<file path="config.mk">
export PLATFORM = sky130hd
export DESIGN_NAME = openmips_mem_arbiter
export DESIGN_NICKNAME = d
export VERILOG_FILES = /design/src/rtl/openmips_mem_arbiter.sv
export SDC_FILE = /design/constraint.sdc
export NUM_CORES = 1
export LEC_CHECK = 0
export ABC_AREA = 1
export BUFFER_PORTS_ARGS = -buffer_cell sky130_fd_sc_hd__buf_2
export CAP_MARGIN = 20
export CORE_AREA = 5 5 129 131
export CTS_BUF_LIST = sky130_fd_sc_hd__clkbuf_8 sky130_fd_sc_hd__clkbuf_16
export CTS_CLUSTER_SIZE = 8
export DETAILED_ROUTE_END_ITERATION = 16
export DIE_AREA = 0 0 134 136
export PLACE_DENSITY = 0.76
export SLEW_MARGIN = 20
export SYNTH_ARGS = -nofsm -noshare
export SYNTH_HDL_FRONTEND = slang
export SYNTH_SLANG_ARGS = --single-unit
</file>
<file path="constraint.sdc">
create_clock -name clk -period 1.5 [get_ports clk]
set_input_delay 0.075 -clock clk [delete_from_list [all_inputs] [get_ports clk]]
set_output_delay 0.075 -clock clk [all_outputs]
set_load 0.1 [all_outputs]
</file>
<file path="src/rtl/openmips_mem_arbiter.sv">
// -----------------------------------------------------------------------------
// openmips_mem_arbiter
// Shares one single-port synchronous memory between the instruction-fetch
// port (if_*) and the data-memory port (dm_*). One access is in flight at a
// time. Each access goes IDLE -> ISSUE -> (WAIT) -> RESP, so the ack comes
// MEM_LAT cycles after the memory strobe.
//
// The data port wins ties. After MAX_CONSEC back-to-back data grants made
// while a fetch was waiting, the fetch is granted next.
//
// Ports
//   clk, rst          clock (rising edge), asynchronous active-low reset
//   if_req/if_addr    fetch request (level) and address
//   if_ack/if_rdata   fetch completion pulse and read data (held after ack)
//   dm_req/we/sel/    data request (level), write enable, byte enables,
//   dm_addr/wdata       address and write data
//   dm_ack/dm_rdata   data completion pulse and read data (unchanged on writes)
//   mem_*             memory strobe, write enable, byte enables, address,
//                       write data, and returned read data
//   stall_req         combinational pipeline stall while a request is open
//   busy              high whenever the arbiter is not idle
// -----------------------------------------------------------------------------
module openmips_mem_arbiter #(
    parameter int ADDR_W     = 32,
    parameter int DATA_W     = 32,
    parameter int MEM_LAT    = 2,
    parameter int MAX_CONSEC = 4
) (
    input  logic                clk,
    input  logic                rst,
    input  logic                if_req,
    input  logic [ADDR_W-1:0]   if_addr,
    output logic                if_ack,
    output logic [DATA_W-1:0]   if_rdata,
    input  logic                dm_req,
    input  logic                dm_we,
    input  logic [DATA_W/8-1:0] dm_sel,
    input  logic [ADDR_W-1:0]   dm_addr,
    input  logic [DATA_W-1:0]   dm_wdata,
    output logic                dm_ack,
    output logic [DATA_W-1:0]   dm_rdata,
    output logic                mem_ce,
    output logic                mem_we,
    output logic [DATA_W/8-1:0] mem_sel,
    output logic [ADDR_W-1:0]   mem_addr,
    output logic [DATA_W-1:0]   mem_wdata,
    input  logic [DATA_W-1:0]   mem_rdata,
    output logic                stall_req,
    output logic                busy
);

    localparam logic [1:0] S_IDLE  = 2'd0;
    localparam logic [1:0] S_ISSUE = 2'd1;
    localparam logic [1:0] S_WAIT  = 2'd2;
    localparam logic [1:0] S_RESP  = 2'd3;

    localparam logic [3:0] CONSEC_MAX = 4'(MAX_CONSEC);
    localparam logic [3:0] LAT_LOAD   = 4'(MEM_LAT - 1);

    logic [1:0]          r_state;
    logic [3:0]          r_consec;
    logic [3:0]          r_lat;
    logic                r_gnt_dm;
    logic                r_if_ack;
    logic                r_dm_ack;
    logic [DATA_W-1:0]   r_if_rdata;
    logic [DATA_W-1:0]   r_dm_rdata;
    logic                r_mem_ce;
    logic                r_mem_we;
    logic [DATA_W/8-1:0] r_mem_sel;
    logic [ADDR_W-1:0]   r_mem_addr;
    logic [DATA_W-1:0]   r_mem_wdata;

    logic w_any_req;
    logic w_grant_dm;
    logic w_done;

    assign w_any_req  = if_req | dm_req;
    // Data wins unless a waiting fetch has already been passed over MAX_CONSEC times.
    assign w_grant_dm = dm_req & ~(if_req & (r_consec == CONSEC_MAX));
    // True in the last cycle before RESP: the edge ending it carries valid mem_rdata.
    assign w_done     = ((r_state == S_ISSUE) && (MEM_LAT == 1)) ||
                        ((r_state == S_WAIT) && (r_lat == 4'd1));

    always_ff @(posedge clk or negedge rst) begin
        if (!rst) begin
            r_state     <= S_IDLE;
            r_consec    <= '0;
            r_lat       <= '0;
            r_gnt_dm    <= 1'b0;
            r_if_ack    <= 1'b0;
            r_dm_ack    <= 1'b0;
            r_if_rdata  <= '0;
            r_dm_rdata  <= '0;
            r_mem_ce    <= 1'b0;
            r_mem_we    <= 1'b0;
            r_mem_sel   <= '0;
            r_mem_addr  <= '0;
            r_mem_wdata <= '0;
        end else begin
            r_mem_ce <= 1'b0;
            r_if_ack <= 1'b0;
            r_dm_ack <= 1'b0;

            case (r_state)
                S_IDLE: begin
                    if (w_any_req) begin
                        r_state  <= S_ISSUE;
                        r_mem_ce <= 1'b1;
                        r_gnt_dm <= w_grant_dm;
                        if (w_grant_dm) begin
                            r_mem_we    <= dm_we;
                            r_mem_sel   <= dm_sel;
                            r_mem_addr  <= dm_addr;
                            r_mem_wdata <= dm_wdata;
                            // Only grants that make a fetch wait count toward starvation.
                            if (if_req) begin
                                r_consec <= (r_consec == CONSEC_MAX) ? r_consec : r_consec + 4'd1;
                            end else begin
                                r_consec <= '0;
                            end
                        end else begin
                            // Fetches are always full-word reads; write data is left as is.
                            r_mem_we   <= 1'b0;
                            r_mem_sel  <= '1;
                            r_mem_addr <= if_addr;
                            r_consec   <= '0;
                        end
                    end
                end
                S_ISSUE: begin
                    if (MEM_LAT == 1) begin
                        r_state <= S_RESP;
                    end else begin
                        r_state <= S_WAIT;
                        r_lat   <= LAT_LOAD;
                    end
                end
                S_WAIT: begin
                    if (r_lat == 4'd1) begin
                        r_state <= S_RESP;
                    end else begin
                        r_lat <= r_lat - 4'd1;
                    end
                end
                S_RESP: begin
                    r_state <= S_IDLE;
                end
                default: begin
                    r_state <= S_IDLE;
                end
            endcase

            if (w_done) begin
                if (r_gnt_dm) begin
                    r_dm_ack <= 1'b1;
                    if (!r_mem_we) begin
                        r_dm_rdata <= mem_rdata;
                    end
                end else begin
                    r_if_ack   <= 1'b1;
                    r_if_rdata <= mem_rdata;
                end
            end
        end
    end

    assign if_ack    = r_if_ack;
    assign if_rdata  = r_if_rdata;
    assign dm_ack    = r_dm_ack;
    assign dm_rdata  = r_dm_rdata;
    assign mem_ce    = r_mem_ce;
    assign mem_we    = r_mem_we;
    assign mem_sel   = r_mem_sel;
    assign mem_addr  = r_mem_addr;
    assign mem_wdata = r_mem_wdata;
    assign busy      = (r_state != S_IDLE);
    assign stall_req = (if_req & ~r_if_ack) | (dm_req & ~r_dm_ack);

endmodule

</file>
Word-level counts from Yosys, hierarchy flattened
Index checks and enable logic that the tools add are counted.
{"block": "classes", "addsub": 2, "n_eq_ne": 9, "muxes": 17, "bitwise": 11, "reduce_logical": 11}
{"op": "two-way mux 32 bit", "n": 1}
{"op": "two-way mux 4 bit", "n": 5}
{"op": "AND reduction 3 bit", "n": 3}
{"op": "one-hot mux 2 bit (4 select lines)", "n": 1}
{"op": "one-hot mux 4 bit (2 select lines)", "n": 1}
{"op": "AND reduction 2 bit", "n": 4}
{"op": "two-way mux 1 bit", "n": 7}
{"op": "NOT 1 bit", "n": 5}
{"op": "adder 4 x 1 -> 4 bit, second input constant", "n": 1}
{"op": "AND 1 bit", "n": 4}
{"op": "== test 2 bit, second input constant", "n": 2}
{"op": "== test 4 x 1 -> 1 bit, second input constant", "n": 1}
{"op": "== test 4 x 3 -> 1 bit, second input constant", "n": 1}
{"op": "two-way mux 2 bit", "n": 2}
{"op": "!= test 2 bit, second input constant", "n": 2}
{"op": "nonzero test 2 bit", "n": 2}
{"op": "subtractor 4 x 1 -> 4 bit, second input constant", "n": 1}
{"op": "!= test 3 bit, second input constant", "n": 1}
{"op": "== test 2 x 1 -> 1 bit, second input constant", "n": 1}
{"op": "zero test 2 bit", "n": 1}
{"op": "!= test 2 x 1 -> 1 bit, second input constant", "n": 1}
{"op": "OR 1 bit", "n": 2}
{"op": "logical AND 1 bit", "n": 1}
{"block": "totals", "regBits": 147, "input_bits": 137, "output_inout_bits": 138}

Logic depth before layout (Yosys ltp)
Gate-level depths: netlist (run 1).
{"block": "logic_depth", "word_depth": 6, "depth_mapped": 10}

Least setup slack after synthesis (run 1)
No wires, ideal clock.
{"block": "synth_path", "path_type": "register to output", "start": "register r_dm_ack, in the netlist dm_ack", "end": "output stall_req", "arrival_ps": 2364, "required_time_ps": 1425, "slack_ps": -939, "path_stages_with_launch": 2, "cell_sequence": "dfrtp_1 > o22ai_1"}
{"block": "synth_between", "elab_chain_cells": 3}
{"element": "from (decl)", "line": "65", "rtl": "logic r_dm_ack;"}
{"element": "from (signal assigned)", "line": "92", "rtl": "r_dm_ack <= 1'b0;"}
{"element": "from (signal assigned)", "line": "103", "rtl": "r_dm_ack <= 1'b0;"}
{"element": "from (signal assigned)", "line": "156", "rtl": "r_dm_ack <= 1'b1;"}
{"element": "NOT 1 bit", "line": "178", "rtl": "assign stall_req = (if_req & ~r_if_ack) | (dm_req & ~r_dm_ack);"}
{"element": "AND 1 bit", "line": "178"}
{"element": "OR 1 bit", "line": "178"}
{"element": "to (decl)", "line": "48", "rtl": "output logic stall_req,"}
No other way between the ends.

Worst setup path after layout (run 1)
{"block": "layout_path", "start": "register r_lat[1]", "end": "register r_dm_rdata[3], in the netlist dm_rdata[3]"}
{"block": "layout_between", "elab_chain_cells": 3}
{"element": "from (decl)", "line": "62", "rtl": "logic [3:0] r_lat;"}
{"element": "from (signal assigned)", "line": "143", "rtl": "r_lat <= r_lat - 4'd1;"}
{"element": "== test 4 x 1 -> 1 bit", "line": "83", "rtl": "((r_state == S_WAIT) && (r_lat == 4'd1));"}
{"element": "logical AND 1 bit", "line": "83"}
{"element": "AND reduction 3 bit (no source line)"}
{"element": "to (signal assigned)", "line": "158", "rtl": "r_dm_rdata <= mem_rdata;"}
{"element": "to (decl)", "line": "67", "rtl": "logic [DATA_W-1:0] r_dm_rdata;"}
No other way between the ends.
A chain may end at the register's enable or synchronous reset.

==> out/qor.txt, run 1 <==
Nets -> 1329
Initial antenna violation count -> 1
Synth warn -> 0
Die height -> 136 µm
Number of core rows -> 46
Placed insts -> 1209
Reg2reg setup slack -> -20 ps
DR pass1 iterations -> 6
Worst path cell trace -> inv_2 -> ha_4 -> nand2_4 -> nor2_4 -> nand3_4 -> buf_6 -> nand2_1 -> o21ai_0
Cell count after synthesis -> 762
Fin crit period -> 1520 ps
Max_cap viols -> 0
TritonCTS buffer count -> 17
Die W -> 134 µm
Layout cell share with drive strength beyond 1 -> 0.354
Clock Skew -> 8.21 ps
Synthesized area per cell -> 8.41 µm²
Endpoints failing setup -> 7
CORE AREA -> 15500 µm²
Largest cells by area after synthesis -> dfrtp_1, nand2_1, inv_1
Synth unique cells -> 25
Worst Setup SP -> r_lat[1]
Hold crit path type -> in2reg
Mapped Nets -> 905
Crit path max-delay cell type -> dfrtp_1
Average wire per standard cell -> 17.0 µm
CTS root buf -> clkbuf_16
DP HPWL -> 12.5 mm
Mapped cell area -> 6410 µm²
Largest net degree at the start of global routing -> 66
Hold path start -> dm_addr[6]
Worst R2R Path Depth -> 8
Critical path required time -> 1790 ps
Critical Path Sink Type -> register
CTS tree -> built
Core Util, Final -> 0.690
FF-to-FF End -> dm_rdata[3]
DRT Wirelength -> 23.7 mm
Grt total ovfl -> 0
Worst path arrival time -> 1810 ps
Max-slew violation count -> 0
Unrepaired setup endpoints after global routing -> yes
Area growth syn-to-layout -> 66.6%
Tcrit/Tclk final -> 1.01
Final number of hold-violating endpoints -> 0
CTS HTree Levels -> 4
Number of synthesized flops with an enable pin -> 0
Filler cell count -> 1041
# IOs -> 275
Placer Congestion -> 0.776
Buffers on Ports -> 274
Reg clk slew, reported paths -> 60 ps
Tot GR Track Use -> 0.223
Worst-margin pin slew -> 546 ps
Yosys reg bits -> 147
Sequential fraction of the synthesis area -> 0.574
Clock tree buffer depth -> 2
Worst Hold Endpoint -> mem_addr[6]
CP startpoint kind -> register
WHS Path Cells -> 5
DR DRC count -> 0
Final WS setup -> -21.7 ps
Status -> complete, but fails checks
Drt initial violations -> 423
Cell taking the most area after synthesis -> dfrtp_1
Placed cell area -> 8140 µm²
Critical path class -> reg2reg
Slowest cell delay on critical path -> 390 ps
Via density -> 4.90
Violated checks -> negative setup slack
Vias in the first global route -> 6637
Max Freq -> 657 MHz
First-pass GRT wire length -> 32.6 mm
Non-filler cells in the finished layout -> 1393
Most common cell in the netlist -> nand2_1
Die Area -> 18200 µm²
Worst-Skew Late Latency -> 420 ps
Ys flop type -> dfrtp_1
Crit path max fanout -> 8
Final Cell Area -> 10700 µm²
Antenna viol nets, final -> 0
Initial Util -> 0.414
Clk sinks -> 147
Top post-synthesis cells by count -> nand2_1, dfrtp_1, inv_1
Vias -> 6820
Worst slew margin -> 0.638
Ys async rst share -> 1.00
Reg-to-Reg Start -> r_lat[1]
Yosys top cell area share -> 0.574
## state kept, by name, indices dropped and copies added (netlist names)
| register | cells |
|---|---|
| if_ack | 1 |
| dm_ack | 1 |
| mem_ce | 1 |
| r_consec | 4 |
| r_gnt_dm | 1 |
| r_lat | 4 |
| mem_addr | 32 |
| mem_sel | 4 |
| if_rdata | 32 |
| mem_we | 1 |
| r_state | 2 |
| dm_rdata | 32 |
| mem_wdata | 32 |
## layout make-up
class	count	area, µm²	area share
multi-input cells	429	2260	0.212
clock inverters	12	82.6	0.00773
inverters	147	554	0.0519
repair buffers	444	3390	0.317
diodes	2	5.00	0.000469
well taps	192	240	0.0225
clock buffers	20	467	0.0437
flip-flops and latches	147	3680	0.345
## placed cells by master (no fill, tap or decap), drive strengths merged, types with 3 or more instances in the layout
cell,n
a21oi,3
dfrtp,147
inv,149
clkbuf,31
nand2,216
nor2,18
ha,6
nand3,73
clkinv,5
clkinvlp,5
o21ai,106
nand4,3
dlygate4sd3,126
buf,307
## worst max path at each step
stage                         endpoint  slack (ps)  cells past startpoint
after floorplan              stall_req         -60                      1
final                      dm_rdata[3]         -20                      8
after detailed placement  dm_rdata[11]          -7                      6
after CTS                         busy         -20                      5
after global routing       dm_rdata[3]        -120                      8
after global placement     mem_addr[6]          90                     10
## layer usage
layer,track usage,wire length (µm),up-vias
li1,-,-,3192
met1,0.252,8730,3176
met2,0.391,12000,374
met3,0.0670,2020,78
met4,0.0966,952,0
met5,0,0,-
## worst max-delay path, delay by kind of cell, from the launching register on
kind	cells	cell delay (ps)
and+or+nand+nor	4	460
DFF	1	390
buffers and inverters	2	290
adders and majority gates	1	150
AOI/OAI and AO/OA	1	100
## logic make-up (layout without fill, tap and decap cells)
family,Yosys count,in the layout,synth area share
DFF,147,147,0.574
adders and majority gates,6,6,0.0117
and+or+nand+nor,310,310,0.203
other,0,2,0
buffers and inverters,186,623,0.122
xor gates and xnor gates,2,2,0.00273
AOI/OAI and AO/OA,111,111,0.0871
## per-stage QoR
step           TNS (ps)  setup slack (ps)  hold WS [ps]
6_report          -60.6             -21.7          20.1
5_1_grt           -4450              -120          22.4
4_1_cts           -20.5             -20.5         0.736
3_5_place_dp      -7.00             -7.00          3.37
3_3_place_gp          0              87.7          3.25
2_1_floorplan     -59.2             -59.2          -221
## repair_timing
item / in CTS / in global routing
hold endpoints to repair: 281 / 0
setup buffers: 0 / 6
hold buffers: 126 / 0
gates cloned: 0 / 18
resized for setup: 6 / 126
endpoints found under the setup margin: 5 / 124
pin swaps: 0 / 9
Power of run 1 is not shown: default switching activity piles up to over one toggle a cycle in this logic, so the estimate is an artifact.
==> run 2: changes to the inputs <==
--- a/config.mk
+++ b/config.mk
@@ -13,7 +13,7 @@
 export CTS_CLUSTER_SIZE = 8
 export DETAILED_ROUTE_END_ITERATION = 16
 export DIE_AREA = 0 0 134 136
-export PLACE_DENSITY = 0.76
+export PLACE_DENSITY_LB_ADDON = 0.25
 export SLEW_MARGIN = 20
 export SYNTH_ARGS = -nofsm -noshare
 export SYNTH_HDL_FRONTEND = slang
==> run 2 against run 1 <==
Cell count up 0.22%. Worst hold slack worse by 4.5 ps. Critical path depth up 2. Sequential cell count did not move. Maximum frequency is 0.18% higher. Global-route usage decreased by 1.2 points. Clock-buffer cell count fell by 2. Sequential share of layout area is 0.34 points lower. Worst setup slack improved by 2.7 ps. The flow still finishes with violations (negative setup slack).
==> out/qor.txt, run 2 (synthesis results as in run 1) <==
Critical Path Stages -> 10 (+2)
CTS tree -> built
DR pass1 iterations -> 5 (-1)
Largest net degree at the start of global routing -> 65 (-1.5%)
CORE AREA -> 15500 µm² (unchanged)
Endpoints failing setup -> 23 (+16)
Worst R2R Path Depth -> 10 (+2)
Clock tree buffer depth -> 2 (unchanged)
Layout cell share with drive strength beyond 1 -> 0.360 (+0.00684)
Grt total ovfl -> 0 (unchanged)
Clock Skew -> 10.6 ps (+2.36 ps)
TritonCTS buffer count -> 17 (unchanged)
Reg-to-Reg Start -> r_consec[1]
FF-to-FF End -> mem_wdata[10]
Crit path max fanout -> 8 (unchanged)
Via density -> 4.67 (-4.7%)
Reg clk slew, reported paths -> 60 ps (about the same)
Commonest non-fill, non-tap cell in the layout -> buf_2
Die Area -> 18200 µm² (unchanged)
Slowest cell delay on critical path -> 380 ps (about the same)
Final number of hold-violating endpoints -> 0 (unchanged)
CTS HTree Levels -> 4 (unchanged)
Crit path max-delay cell type -> dfrtp_1
Worst slew margin -> 0.654 (+0.0154)
Average wire per standard cell -> 15.7 µm (-7.9%)
Hold crit path type -> in2reg
Initial Util -> 0.414 (unchanged)
Post-Place Setup Slack -> 52.5 ps (+59.5 ps)
Critical path required time -> 1800 ps (about the same)
DP HPWL -> 12.3 mm (-1.6%)
Placer Congestion -> 0.781 (+0.72%)
CTS root buf -> clkbuf_16
Critical path class -> reg2reg
Die W -> 134 µm (unchanged)
Worst setup path end -> mem_wdata[10]
Die height -> 136 µm (unchanged)
Antenna viol nets, final -> 0 (unchanged)
Unrepaired setup endpoints after global routing -> yes
DR DRC count -> 0 (unchanged)
Status -> complete, but fails checks
DRT Wirelength -> 21.9 mm (-7.7%)
# IOs -> 275 (unchanged)
Tcrit/Tclk final -> 1.01 (-0.00177)
Most frequent cells in the layout -> buf_2, nand2_1, dfrtp_1
Number of core rows -> 46 (unchanged)
CP top delay family -> buffers and inverters
Reg2reg setup slack -> -20 ps (about the same)
Final WS setup -> -19.0 ps (+2.66 ps)
Filler cell count -> 1175 (+13%)
Worst path arrival time -> 1820 ps (about the same)
CP Buf/Inv Count -> 4 (+2)
Drt initial violations -> 325 (-23%)
Violated checks -> negative setup slack
Ant diodes -> 0 (-2)
Vias in the first global route -> 6287 (-5.3%)
Worst path cell trace -> inv_2 -> ha_4 -> nand2_2 -> inv_2 -> nand2_4 -> nand3_4 -> buf_12 -> clkbuf_16 -> nand2_2 -> o21ai_1
Worst-Skew Late Latency -> 410 ps (about the same)
Max-slew violation count -> 0 (unchanged)
Initial antenna violation count -> 0 (-1)
Worst-margin pin slew -> 523 ps (-23.2 ps)
Tot GR Track Use -> 0.211 (-0.0118)
Max Freq -> 658 MHz (+0.18%)
Buffers on Ports -> 274 (unchanged)
Max_cap viols -> 0 (unchanged)
CP startpoint kind -> register
Area growth syn-to-layout -> 68.3%
Critical Path Sink Type -> register
Fin crit period -> 1520 ps (-2.66 ps)
Nets -> 1334 (+0.38%)
First-pass GRT wire length -> 30.9 mm (-5.4%)
WHS Path Cells -> 5 (unchanged)
Vias -> 6514 (-4.5%)
Worst Setup SP -> r_consec[1]
Clk sinks -> 147 (unchanged)
run 2: how the worst min path moves through the flow:
| stage | startpoint | end | slack, ps |
|---|---|---|---|
| 2_1_floorplan | rst | dm_ack | -220 |
| 3_3_place_gp | rst | mem_addr[30] | 30 |
| 5_1_grt | dm_addr[9] | mem_addr[9] | 5 |
| 3_5_place_dp | rst | mem_addr[30] | 40 |
| 4_1_cts | dm_addr[9] | mem_addr[9] | 0.6 |
| 6_report | dm_addr[9] | mem_addr[9] | 20 |
run 2: timing repair:
action,4_1_cts,5_1_grt
setup buffers,1,7
resized for setup,4,155
hold buffers,128,0
pin swaps,0,3
endpoints found under the setup margin,1,126
gates cloned,0,15
hold endpoints to repair,241,0
run 2: per-layer routing:
metal,global-route usage,part of all wire
met3,0.0648,0.075
met2,0.366,0.51
met1,0.248,0.39
met4,0.0771,0.024
met5,0,0
run 2: cell type report:
cell class	count	area, µm²	area share
Clock buffer	18	439	0.0407
Multi-Input combinational cell	429	2280	0.212
Tap cell	192	240	0.0223
Inverter	147	554	0.0514
Clock inverter	14	151	0.0140
Sequential cell	147	3680	0.341
Timing Repair Buffer	449	3430	0.319
run 2: per-stage QoR:
stage / cell area (µm²) / hold WS, ps / utilization / TNS [ps] / cells
2_1_floorplan: 6420 / -221 / - / -59.2 / 762
3_3_place_gp: 8170 / 28.4 / 0.528 / 0 / 1213
3_5_place_dp: 8170 / 36.2 / 0.528 / 0 / 1213
4_1_cts: 10100 / 0.578 / 0.650 / 0 / 1374
5_1_grt: 10800 / 5.23 / 0.696 / -3820 / 1396
6_report: 10800 / 15.6 / 0.696 / -195 / 1396
run 2: worst reg2reg max path, cell delays in order, from the launching register on:
cell and delay, ps:
dfrtp_1 380, inv_2 70, ha_4 160, nand2_2 60
inv_2 40, nand2_4 140, nand3_4 110, buf_12 170
clkbuf_16 180, nand2_2 60, o21ai_1 50
Power of run 2 is left out for the same reason.
==> run 3: changes to the inputs <==
--- a/config.mk
+++ b/config.mk
@@ -10,10 +10,12 @@
 export CAP_MARGIN = 20
 export CORE_AREA = 5 5 129 131
 export CTS_BUF_LIST = sky130_fd_sc_hd__clkbuf_8 sky130_fd_sc_hd__clkbuf_16
+export CTS_CLUSTER_DIAMETER = 120
 export CTS_CLUSTER_SIZE = 8
 export DETAILED_ROUTE_END_ITERATION = 16
 export DIE_AREA = 0 0 134 136
 export PLACE_DENSITY_LB_ADDON = 0.25
+export REMOVE_ABC_BUFFERS = 1
 export SLEW_MARGIN = 20
 export SYNTH_ARGS = -nofsm -noshare
 export SYNTH_HDL_FRONTEND = slang
==> run 3 against run 2 <==
The run now ends clean. Clock-buffer cell count unchanged. Cell area down 3.6%. Critical endpoint is now if_rdata[31]. First-iteration DRC count down 14%. Largest cell class unchanged. Maximum frequency up 2.6%. Global-route usage up 0.60 points.
==> out/qor.txt, run 3 (synthesis results as in run 1) <==
Status -> complete, no violations
Antenna viol nets, final -> 0 (unchanged)
Area growth syn-to-layout -> 62.2%
CTS HTree Levels -> 4 (unchanged)
Clock tree buffer depth -> 2 (unchanged)
Commonest non-fill, non-tap cell in the layout -> buf_2
Final Cell Area -> 10400 µm² (-3.6%)
Hold Slack -> 23.9 ps (+8.32 ps)
Grt total ovfl -> 0 (unchanged)
Tcrit/Tclk final -> 0.987 (-0.0261)
Max-slew violation count -> 0 (unchanged)
Critical path class -> reg2reg
Critical Path Sink Type -> register
Nets -> 1324 (-0.75%)
Initial antenna violation count -> 0 (unchanged)
Hold crit path type -> in2reg
Clock Skew -> 10.3 ps (-0.325 ps)
Clk sinks -> 147 (unchanged)
Number of core rows -> 46 (unchanged)
Die W -> 134 µm (unchanged)
DR pass1 iterations -> 7 (+2)
CTS root buf -> clkbuf_16
Worst path cell trace -> inv_2 -> ha_4 -> nand2_4 -> nor2_4 -> nand3_4 -> clkbuf_16 -> nand2_1 -> o21ai_0
Ant diodes -> 0 (unchanged)
Crit path max fanout -> 23 (+15)
DRT Wirelength -> 21.1 mm (-3.7%)
Placed cell area -> 8140 µm² (-0.40%)
Worst path arrival time -> 1770 ps (-50 ps)
Endpoints failing setup -> 0 (-100%)
Initial Util -> 0.414 (unchanged)
DR DRC count -> 0 (unchanged)
Vias -> 6540 (+0.40%)
Largest net degree at the start of global routing -> 65 (unchanged)
Worst-margin pin slew -> 517 ps (-5.75 ps)
Crit path max-delay cell type -> dfrtp_1
Filler cell count -> 1178 (+0.26%)
FF-to-FF End -> if_rdata[31]
Drt initial violations -> 280 (-14%)
Buffers on Ports -> 274 (unchanged)
# IOs -> 275 (unchanged)
CORE AREA -> 15500 µm² (unchanged)
CTS tree -> built
Worst slew margin -> 0.658 (+0.00381)
CP top delay family -> simple AND/OR/NAND/NOR gates
Worst Hold Endpoint -> mem_addr[23]
Hold path start -> dm_addr[23]
First-pass GRT wire length -> 31.6 mm (+2.6%)
Average wire per standard cell -> 15.2 µm (-3.0%)
CP startpoint kind -> register
WHS Path Cells -> 5 (unchanged)
Placer Congestion -> 0.790 (+1.1%)
Final number of hold-violating endpoints -> 0 (unchanged)
Slowest cell delay on critical path -> 400 ps (+20 ps)
Fin crit period -> 1480 ps (-39.2 ps)
Reg-to-Reg Start -> r_lat[1]
Reg2reg setup slack -> 20 ps (+40 ps)
Max Freq -> 676 MHz (+2.6%)
Vias in the first global route -> 6304 (+0.27%)
Die Area -> 18200 µm² (unchanged)
Max_cap viols -> 0 (unchanged)
TritonCTS buffer count -> 17 (unchanged)
Layout cell share with drive strength beyond 1 -> 0.317 (-0.0430)
Worst R2R Path Depth -> 8 (-2)
Die height -> 136 µm (unchanged)
Unrepaired setup endpoints after global routing -> yes
Setup TNS Final -> 0 ps (+195 ps)
CP Buf/Inv Count -> 2 (-2)
Most frequent cells in the layout -> buf_2, nand2_1, dfrtp_1
Reg clk slew, reported paths -> 60 ps (about the same)
DP HPWL -> 12.7 mm (+3.6%)
Worst-Skew Late Latency -> 410 ps (about the same)
Via density -> 4.72 (+1.1%)
Critical path required time -> 1790 ps (about the same)
Tot GR Track Use -> 0.217 (+0.00598)
## run 3: cell count changes in the layout (fill, tap and decap cells not counted), moves of 13 or more
cell / delta
nand2_4: -13
nand2_2: -19
nand2_1: +31
o21ai_0: +31
o21ai_2: -16
o21ai_1: -15
## run 3: routing by layer
metal	wire, µm	vias up	share of wire	global-route usage
met5	0	-	0	0
met3	1840	37	0.087	0.0666
met2	10200	320	0.48	0.359
met4	498	0	0.024	0.0771
met1	8530	3002	0.40	0.271
li1	-	3181	-	-
## run 3: area by class of cell
type / instances / area [µm²] / area share
well taps: 192 / 240 / 0.0231
multi-input cells: 430 / 2090 / 0.201
flip-flops and latches: 147 / 3680 / 0.354
clock buffers: 18 / 439 / 0.0422
repair buffers: 438 / 3250 / 0.312
clock inverters: 14 / 151 / 0.0146
inverters: 147 / 554 / 0.0533
## run 3: worst max-delay path by stage
stage / end / start / slack (ps) / depth (start not counted)
floorplan: r_consec[1] / r_state[1] / -1320 / 5
global placement: mem_addr[4] / r_consec[0] / 60 / 9
detailed placement: if_rdata[6] / r_lat[1] / 10 / 7
CTS: busy / r_state[0] / 8 / 5
global route: if_rdata[30] / r_lat[1] / -60 / 8
finish: if_rdata[31] / r_lat[1] / 20 / 8
## run 3: timing repair
item | in CTS | in global routing
pin swaps | 0 | 4
setup endpoints to repair | 4 | 132
hold buffers | 125 | 0
resized for setup | 8 | 60
buffers inserted | 1 | 5
gates cloned | 0 | 10
endpoints found under the hold margin | 265 | 0
## run 3: through the flow
step	setup WS [ps]	util	std cells
after floorplan	-1320	-	723
after global placement	64.5	0.526	1214
after detailed placement	10.9	0.526	1214
after CTS	8.13	0.646	1372
after global routing	-60.8	0.672	1386
final	20.2	0.672	1386
## run 3: worst min-delay path, delay by kind of cell
family                 cells  cell delay (ps)
buffers and inverters      2              130
AND/OR/NAND/NOR            3              200
Power of run 3 is left out for the same reason.
